`src/rtl/mux_ser_pkg.sv`:
```
// rtl/mux_ser_pkg.sv - shared state encoding for the mux serializer
package mux_ser_pkg;

    typedef enum logic {
        IDLE  = 1'b0,
        SHIFT = 1'b1
    } ser_state_t;

endpackage

```
`src/rtl/mux_nto1.sv`:
```
// rtl/mux_nto1.sv - WIDTH:1 bit select, out-of-range indices yield 0
module mux_nto1 #(
    parameter int WIDTH = 16,
    parameter int SEL_W = $clog2(WIDTH)
) (
    input  logic [WIDTH-1:0] data,
    input  logic [SEL_W-1:0] sel,
    output logic             y
);

    // Compare-per-bit form keeps non-power-of-two widths free of unreachable index slots.
    always_comb begin
        y = 1'b0;
        for (int i = 0; i < WIDTH; i++) begin
            if (sel == SEL_W'(i)) begin
                y = data[i];
            end
        end
    end

endmodule

```
`src/rtl/mux_serializer.sv`:
```
// rtl/mux_serializer.sv - parallel word to serial bit stream via an indexed mux
module mux_serializer
    import mux_ser_pkg::*;
#(
    parameter  int WIDTH     = 16,
    parameter  bit LSB_FIRST = 1'b1,
    localparam int SEL_W     = $clog2(WIDTH)
) (
    input  logic             clk,
    input  logic             rst,
    input  logic             load_valid,
    output logic             load_ready,
    input  logic [WIDTH-1:0] load_data,
    input  logic             en,
    output logic             ser_out,
    output logic             ser_valid,
    output logic [SEL_W-1:0] sel,
    output logic             done
);

    localparam logic [SEL_W-1:0] FIRST_IDX = LSB_FIRST ? SEL_W'(0) : SEL_W'(WIDTH - 1);
    localparam logic [SEL_W-1:0] LAST_IDX  = LSB_FIRST ? SEL_W'(WIDTH - 1) : SEL_W'(0);

    ser_state_t       state, state_next;
    logic [WIDTH-1:0] held, held_next;
    logic [SEL_W-1:0] sel_next;
    logic             done_next;
    logic             mux_bit;

    mux_nto1 #(
        .WIDTH (WIDTH),
        .SEL_W (SEL_W)
    ) u_mux (
        .data (held),
        .sel  (sel),
        .y    (mux_bit)
    );

    always_ff @(posedge clk) begin
        if (rst) begin
            state <= IDLE;
            held  <= '0;
            sel   <= '0;
            done  <= 1'b0;
        end else begin
            state <= state_next;
            held  <= held_next;
            sel   <= sel_next;
            done  <= done_next;
        end
    end

    always_comb begin
        state_next = state;
        held_next  = held;
        sel_next   = sel;
        done_next  = 1'b0;
        load_ready = 1'b0;
        ser_valid  = 1'b0;
        case (state)
            IDLE: begin
                load_ready = 1'b1;
                if (load_valid) begin
                    held_next  = load_data;
                    sel_next   = FIRST_IDX;
                    state_next = SHIFT;
                end
            end
            SHIFT: begin
                ser_valid = 1'b1;
                // Final index exits before stepping, so sel never wraps past the word.
                if (en) begin
                    if (sel == LAST_IDX) begin
                        state_next = IDLE;
                        done_next  = 1'b1;
                    end else if (LSB_FIRST) begin
                        sel_next = sel + SEL_W'(1);
                    end else begin
                        sel_next = sel - SEL_W'(1);
                    end
                end
            end
            default: state_next = IDLE;
        endcase
        ser_out = ser_valid & mux_bit;
    end

endmodule

```
`config.mk`:
```
export PLATFORM = sky130hd
export DESIGN_NAME = mux_serializer
export DESIGN_NICKNAME = d
export VERILOG_FILES = /design/src/rtl/mux_ser_pkg.sv /design/src/rtl/mux_nto1.sv /design/src/rtl/mux_serializer.sv
export SDC_FILE = /design/constraint.sdc
export NUM_CORES = 1
export LEC_CHECK = 0
export BUFFER_PORTS_ARGS = -buffer_cell sky130_fd_sc_hd__buf_4
export CORE_UTILIZATION = 46
export DETAILED_ROUTE_END_ITERATION = 10
export PLACE_DENSITY_LB_ADDON = 0.1
export SYNTH_ARGS = -nofsm -noshare
export SYNTH_HDL_FRONTEND = slang
export SYNTH_SLANG_ARGS = --single-unit
```
`constraint.sdc`:
```
create_clock -name clk -period 1.27 [get_ports clk]
set_input_delay 0.127 -clock clk [delete_from_list [all_inputs] [get_ports clk]]
set_output_delay 0.127 -clock clk [all_outputs]
set_load 0.05 [all_outputs]
```
==> flow_summary.ini, run 1 <==
[clocking]
cts_hold_buf = 0
clk_latency_ps = 310
cts_buffers = 3
clock_tree.root_cell = clkbuf_4
clock_path_buffers = 2
h-tree-depth = 1
tritoncts = yes
clk_pin_slew_ps = 120
cts.sinks = 22

[routing]
vias = 1092
ant_nets = 0
totalWireLength_um = 2686
drtIter0Drc = 22
dr.pass1.iters = 4
viasPerCell = 5.250
wl_per_cell_um = 12.91
drc = 0

[worst_setup_path]
cp-end-kind = output port
crit_path_top_delay_cell = dfxtp_4
start_kind = flip-flop
timing.rr.end = sel[1]
crit_path_max_fanout = 7
timing_worst_setup_path_type = reg -> out
slowest_delay_ps = 420
r2r_setup_slack_ps = -190
cp_data_arrival_time_ps = 1870
startpoint = sel[0]
crit_chain = inv_4 > ha_4 > nor3b_2 > o21ai_2 > a31oi_2 > a211oi_4 > buf_6
worst_r2r_path_depth = 6
r2r-start = sel[0]
required_ps = 1140

[yosys]
synth_top_area_share_pct = 40.60
synth_largest_area_cell = dfxtp_1
synth_fp_nets = 161
yosysMostFrequentCell = nand2_1
avgSynthCellArea_um2 = 7.918
ys_ff_latch = 22
ys_top_cells_by_area = dfxtp_1, nand2_1, a21oi_1
synth_cells = 137
ys_types = 32
async_flop_share_pct = 0
syn_area_um2 = 1085
synth_edf_count = 0
ys.flop_type = dfxtp_1
ys_top_cells_by_count = nand2_1, dfxtp_1, a21oi_1
yosysWarnings = 0
seq_area_frac_synth_pct = 40.60

[floorplan]
io_pins = 28
initial_core_util_pct = 49.04
core-area_um2 = 2212
dieWidth_um = 50.56
rows = 17
die_area_um2 = 2556
die_h_um = 50.56

[hold_path]
hold_depth = 3
min_path_type = in -> reg
min_to = held[5]
hp-start = load_data[5]

[global_routing]
antenna_found_initial = 0
grt_overflow = 0
grt_pass1_vias = 997
grt_pass1_wl_um = 4422
grt_use_total_pct = 22.80
grt_max_degree = 23

[pwr]
p_leak_nw = 0.6523
power_density_nw_per_um2 = 892.0
power_w = 0.001468
ir_worst_vdd_v = 0.0007890

[timing]
max_freq_mhz = 500.5
setup_ws_ps = -727.9
worst_pin_slew_ps = 416.9
fin_skew_ps = 1.054
rsz0062_at_grt = yes
fin_crit_sh_pct = 157.3
setup_viol = 5
fin_tns_setup_ps = -1154
slew_headroom_pct = 71.92
fin_crit_ps = 1998
hold_violations = 0
drv_slew = 0

[placed_design]
gp_congestion = 0.8480
hpwlAfterDp_um = 1912
io_buffers = 27

[final_layout]
fill_cells = 179
syn_to_final_growth_pct = 51.67
num_antenna_cells = 0
final_nets = 205
drive_gt1_share_pct = 43.89

[run_status]
violations = negative setup slack
status = finished, violations left

[flow_run]
cap_viol_max_count = 0
-- power by group --
group / total (W) / leakage [nW] / internal (W) / switching [W]
combinational: 0.000264 / 0.443 / 0.000123 / 0.000141
sequential: 0.000748 / 0.183 / 0.000718 / 0.0000302
clock: 0.000455 / 0.0261 / 0.000240 / 0.000215
total: 0.00147 / 0.652 / 0.00108 / 0.000387
-- metrics by stage --
| step | util [%] | instance area, um2 | cells | setup slack (ps) | hold WS [ps] |
|---|---|---|---|---|---|
| after floorplan | - | 1165 | 137 | -571.6 | 196.9 |
| after global routing | 74.38 | 1645 | 208 | -804.9 | 30.12 |
| after global placement | 67.19 | 1486 | 203 | -439.5 | 376.7 |
| final | 74.38 | 1645 | 208 | -727.9 | 47.85 |
| after detailed placement | 67.19 | 1486 | 203 | -452.3 | 384.8 |
| after CTS | 73.59 | 1628 | 208 | -727.6 | 32.62 |
-- logic make-up after synthesis --
kind of cell	Yosys count	synth area share (%)
compound gates	32	16.96
xor+xnor	2	1.615
buf+inv	14	6.575
mux	4	3.691
simple gates	59	25.95
fa+ha+maj	4	4.614
flops	22	40.60
-- critical path, delay by kind of cell, from the launching register on --
kind                     cells  cell delay, ps
AO/OA/AOI/OAI                3             560
adder cells (fa/ha/maj)      1             170
buffers and inverters        2             250
flip-flops                   1             420
AND/OR/NAND/NOR              1             160
-- state kept, by name, indices dropped and copies added (netlist names) --
| signal | cells |
|---|---|
| done | 1 |
| held | 16 |
| sel | 4 |
| state | 1 |
-- layout make-up --
class / count / area [um2] / share of cell area [%]
repair buffers: 46 / 360.3 / 21.90
flip-flops and latches: 22 / 456.7 / 27.76
multi-input cells: 101 / 710.7 / 43.19
inverters: 7 / 35.03 / 2.129
well taps: 28 / 35.03 / 2.129
clock buffers: 4 / 47.55 / 2.890
-- metal layers --
| layer | routed length, um | up-vias | track usage (%) |
|---|---|---|---|
| li1 | - | 556 | - |
| met1 | 1307 | 511 | 29.76 |
| met2 | 1301 | 23 | 38.44 |
| met3 | 67 | 2 | 2.121 |
| met4 | 10 | 0 | 8.796 |
| met5 | 0 | - | 0 |
-- worst max-delay path by stage --
stage	end	slack, ps
finish	ser_out	-730
global route	ser_out	-800
CTS	ser_out	-730
detailed placement	ser_out	-450
global placement	ser_out	-440
floorplan	ser_out	-570
-- timing repair --
action,CTS,global route
gates resized for setup,18,4
pin swaps,12,3
buffers inserted,1,0
gates cloned,0,0
endpoints found under the setup margin,7,7
-- layout by cell type, fill, tap and decap left out, types with 2 or more instances in the layout --
cell type	synthesis	layout
buf_4	0	42
nand2_1	36	35
a21oi_1	19	17
dfxtp_1	22	17
inv_1	7	4
mux2i_1	4	4
nor2_1	4	4
buf_6	2	4
dfxtp_4	0	4
nand4_1	3	3
nor2b_1	4	3
nor3_1	3	3
ha_4	0	3
clkbuf_4	0	3
inv_4	0	2
o21ai_0	3	2
nand2b_1	2	2
nor2b_4	1	2
a21oi_2	0	2
o21ai_2	0	2
xnor2_1	2	2
Power figures use the tool's default switching activity.
==> run 2, diff against run 1 <==
--- a/config.mk
+++ b/config.mk
@@ -8,7 +8,7 @@
 export BUFFER_PORTS_ARGS = -buffer_cell sky130_fd_sc_hd__buf_4
 export CORE_UTILIZATION = 46
 export DETAILED_ROUTE_END_ITERATION = 10
-export PLACE_DENSITY_LB_ADDON = 0.1
+export PLACE_DENSITY = 0.74
 export SYNTH_ARGS = -nofsm -noshare
 export SYNTH_HDL_FRONTEND = slang
 export SYNTH_SLANG_ARGS = --single-unit
==> flow_summary.ini, run 2 (synthesized netlist as in run 1, its figures left out) <==
[run_status]
status = finished, violations left
violations = negative setup slack

[timing]
worst_pin_slew_ps = 440.6
hold_violations = 0
hold-worst-slack_ps = 35.39
fin_crit_sh_pct = 162.2
slew_headroom_pct = 70.32
fin_skew_ps = 10.01
setup_viol = 5
max_freq_mhz = 485.5
rsz0062_at_grt = yes
drv_slew = 0
fin_crit_ps = 2060
setup_ws_ps = -789.6

[final_layout]
num_antenna_cells = 0
top_register = held
layout_commonest_cell = buf_4
syn_to_final_growth_pct = 53.63
largest_reg_flops = 16
layout_top_registers = held: 16 flops, sel: 4 flops
layout_common_cells = buf_4, nand2_1, a21oi_1, dfxtp_1, buf_6
fill_cells = 164
final_nets = 207
drive_gt1_share_pct = 44.51

[placed_design]
io_buffers = 27
gp_congestion = 0.8611
hpwlAfterDp_um = 2000

[floorplan]
die_h_um = 50.56
io_pins = 28
initial_core_util_pct = 49.04
die_area_um2 = 2556
core-area_um2 = 2212
dieWidth_um = 50.56
rows = 17

[worst_setup_path]
timing_worst_setup_path_type = reg -> out
crit_path_max_fanout = 7
cp-end-kind = output port
start_kind = flip-flop
required_ps = 1140
cp_data_arrival_time_ps = 1930

[pwr]
power_frac_clock_pct = 24.8
ir_worst_vdd_v = 0.0008399
switchingPower_w = 0.0004002
p_leak_nw = 0.6639
power_density_nw_per_um2 = 817.1
power_w = 0.001362
p_sw_share_pct = 29.39
seq_power_share_pct = 55.1
internal_power_w = 0.0009616
p_comb_share_pct = 20.1

[clocking]
clock_tree.root_cell = clkbuf_4
clk_pin_slew_ps = 130
clock_path_buffers = 2
tritoncts = yes
clk_latency_ps = 320
h-tree-depth = 1
cts.sinks = 22
cts_buffers = 3

[routing]
drc = 0
dr.pass1.iters = 4
ant_nets = 0
totalWireLength_um = 2980
vias = 1111
drtIter0Drc = 9
viasPerCell = 5.290
wl_per_cell_um = 14.19

[global_routing]
grt_pass1_wl_um = 4850
grt_max_degree = 23
grt_overflow = 0
grt_use_total_pct = 26.33
antenna_found_initial = 0
grt_pass1_vias = 1062

[flow_run]
cap_viol_max_count = 0

[hold_path]
min_path_type = in -> reg
[run 2: cell types whose count changed in the layout (fill, tap and decap cells not counted), sizes merged]
cell	delta
clkinv	+1
buf	+2
clkbuf	-1
[run 2: cell type report]
cell class | instances | area (um2) | area share [%]
clock buffer | 3 | 22.52 | 1.351
clock inverter | 1 | 3.754 | 0.2252
inverter | 7 | 35.03 | 2.102
multi-input combinational | 101 | 734.5 | 44.07
sequential | 22 | 456.7 | 27.40
tap | 28 | 35.03 | 2.102
timing repair buffer | 48 | 379.1 | 22.75
[run 2: critical path: stages, from the launching register on]
cell and delay, ps:
dfxtp_4 430, inv_4 60, ha_4 180, nand2b_4 150, o221ai_2 180, nand4_1 170
a211oi_4 240, buf_6 180
[run 2: metal layers]
layer  up-vias  GRT usage [%]  part of all wire (%)
li1        550              -                     -
met5         -              0                     0
met3        13          5.455                   3.5
met1       520          30.07                    43
met2        28          44.00                    49
met4         0          17.13                   3.6
[run 2: repair_timing]
action,4_1_cts,5_1_grt
pin swaps,10,1
setup buffers,3,4
endpoints found under the setup margin,8,8
hold buffers,0,0
gates resized for setup,23,4
[run 2: path summary, 6_finish.rpt]
path	from	endpoint	slack, ps	cells after the start
setup / recovery	sel[1]	ser_out	-790	7
hold / removal	load_data[2]	held[2]	40	3
setup reg to reg	sel[0]	sel[1]	-360	7
hold reg to reg	held[6]	held[6]	460	2
[run 2: metrics by stage]
| step | util, % | setup WS, ps | area (um2) | cells | TNS (ps) |
|---|---|---|---|---|---|
| after floorplan | - | -571.6 | 1165 | 137 | -1398 |
| after global placement | 65.84 | -430.6 | 1456 | 199 | -1112 |
| after detailed placement | 65.84 | -465.9 | 1456 | 199 | -1477 |
| after CTS | 73.30 | -733.5 | 1622 | 206 | -1033 |
| after global routing | 75.34 | -863.1 | 1667 | 210 | -1786 |
| final | 75.34 | -789.6 | 1667 | 210 | -1400 |
[run 2: power by group through the flow]
stage          Sequential, W  Combinational (W)  Clock (W)
6_report            0.000750           0.000274   0.000338
5_1_grt             0.000755           0.000299   0.000370
4_1_cts             0.000749           0.000269   0.000347
3_5_place_dp        0.000763           0.000238          0
3_3_place_gp        0.000761           0.000232          0
2_1_floorplan       0.000772           0.000135          0
==> run 3, diff against run 2 <==
--- a/config.mk
+++ b/config.mk
@@ -9,6 +9,7 @@
 export CORE_UTILIZATION = 46
 export DETAILED_ROUTE_END_ITERATION = 10
 export PLACE_DENSITY = 0.74
+export SETUP_SLACK_MARGIN = 0.05
 export SYNTH_ARGS = -nofsm -noshare
 export SYNTH_HDL_FRONTEND = slang
 export SYNTH_SLANG_ARGS = --single-unit
==> flow_summary.ini, run 3 (synthesized netlist as in run 1, its figures left out) <==
[pwr]
power_density_nw_per_um2 = 798.1
p_leak_nw = 0.6771
ir_worst_vdd_v = 0.0006665

[worst_setup_path]
timing_worst_setup_path_type = reg -> out
start_kind = flip-flop
r2r_setup_slack_ps = -540
cp_data_arrival_time_ps = 1960
required_ps = 1140
cp-end-kind = output port
worst_r2r_path_depth = 9
crit_path_max_fanout = 6

[clocking]
cts_buffers = 3
cts.sinks = 22
clk_pin_slew_ps = 130
clock_tree.root_cell = clkbuf_4
clk_latency_ps = 320
h-tree-depth = 1
cts_hold_buf = 0
clock_path_buffers = 2
tritoncts = yes

[placed_design]
io_buffers = 27
dp_slack_ps = -478.1
gp_congestion = 0.8604
hpwlAfterDp_um = 2060
dpl.cell_count = 199

[routing]
viasPerCell = 5.445
wl_per_cell_um = 16.07
drc = 0
vias = 1149
drtIter0Drc = 21
dr.pass1.iters = 4
totalWireLength_um = 3390
ant_nets = 0

[timing]
slew_headroom_pct = 76.69
rsz0062_at_grt = yes
fin_crit_ps = 2088
setup_viol = 7
hold_violations = 0
worst_pin_slew_ps = 340.0
max_freq_mhz = 479.0
fin_skew_ps = 7.541
drv_slew = 0
setup_ws_ps = -817.8
fin_crit_sh_pct = 164.4

[final_layout]
layout_commonest_cell = buf_4
num_antenna_cells = 0
final_nets = 208
syn_to_final_growth_pct = 59.40
instances_no_fill = 211
layout_top_registers = held: 16 flops, sel: 4 flops
final_core_util_pct = 78.17
drive_gt1_share_pct = 44.81
top_register = held
largest_reg_flops = 16
layout_common_cells = buf_4, nand2_1, a21oi_1

[floorplan]
initial_core_util_pct = 49.04
dieWidth_um = 50.56
io_pins = 28
core-area_um2 = 2212
die_area_um2 = 2556
rows = 17
die_h_um = 50.56

[global_routing]
grt_pass1_vias = 1078
grt_max_degree = 23
grt_overflow = 0
grt_use_total_pct = 27.74
antenna_found_initial = 0
grt_pass1_wl_um = 5147

[run_status]
violations = negative setup slack
status = finished, violations left

[hold_path]
hold_depth = 3
min_path_type = in -> reg

[flow_run]
cap_viol_max_count = 0
==> run 3: path summary, 6_finish.rpt <==
path,startpoint,endpoint
max,sel[1],ser_out
min,load_data[15],held[15]
max reg2reg,sel[1],sel[1]
min reg2reg,held[6],held[6]
==> run 3: final cells by class <==
cell class | count | area [um2]
multi-input cells | 101 | 753.2
fillers | 153 | 483.0
inverters | 7 | 35.03
repair buffers | 49 | 422.9
clock inverters | 1 | 3.754
flip-flops and latches | 22 | 456.7
clock buffers | 3 | 22.52
well taps | 28 | 35.03
==> run 3: routing by layer <==
layer  share of wire, %  GRT usage, %  vias up
met5                  0             0        -
met3                4.2         5.152       10
met2                 49         45.78       49
li1                   -             -      559
met4                3.2         17.13        0
met1                 43         32.90      531
==> run 3: report_power, final <==
| group | internal (W) | switching, W | total [W] |
|---|---|---|---|
| registers | 0.000718 | 0.0000328 | 0.000751 |
| clock network | 0.000115 | 0.000218 | 0.000333 |
| logic | 0.000136 | 0.000160 | 0.000296 |
==> run 3: worst max-delay path, cell delays in order (launching register included) <==
cell      delay, ps
dfxtp_4         390
buf_12          130
ha_4            180
buf_6           120
a21oi_2         110
o211ai_1        130
a221oi_2        340
a211oi_4         80
buf_6           160
==> run 3: timing repair <==
item	in CTS	in global routing
setup endpoints to repair	8	16
gates resized for setup	25	8
pin swaps	11	4
cloned	0	0
setup buffers	3	5
==> run 3: through the flow <==
step | total power (W) | area (um2) | hold WS (ps) | TNS, ps
floorplan | 0.0009063 | 1165 | 196.9 | -1398
global placement | 0.0009928 | 1456 | 374.4 | -1111
detailed placement | 0.001002 | 1456 | 382.7 | -1483
CTS | 0.001358 | 1627 | 34.42 | -1038
global route | 0.001447 | 1729 | 32.73 | -2909
finish | 0.001380 | 1729 | 39.31 | -2399
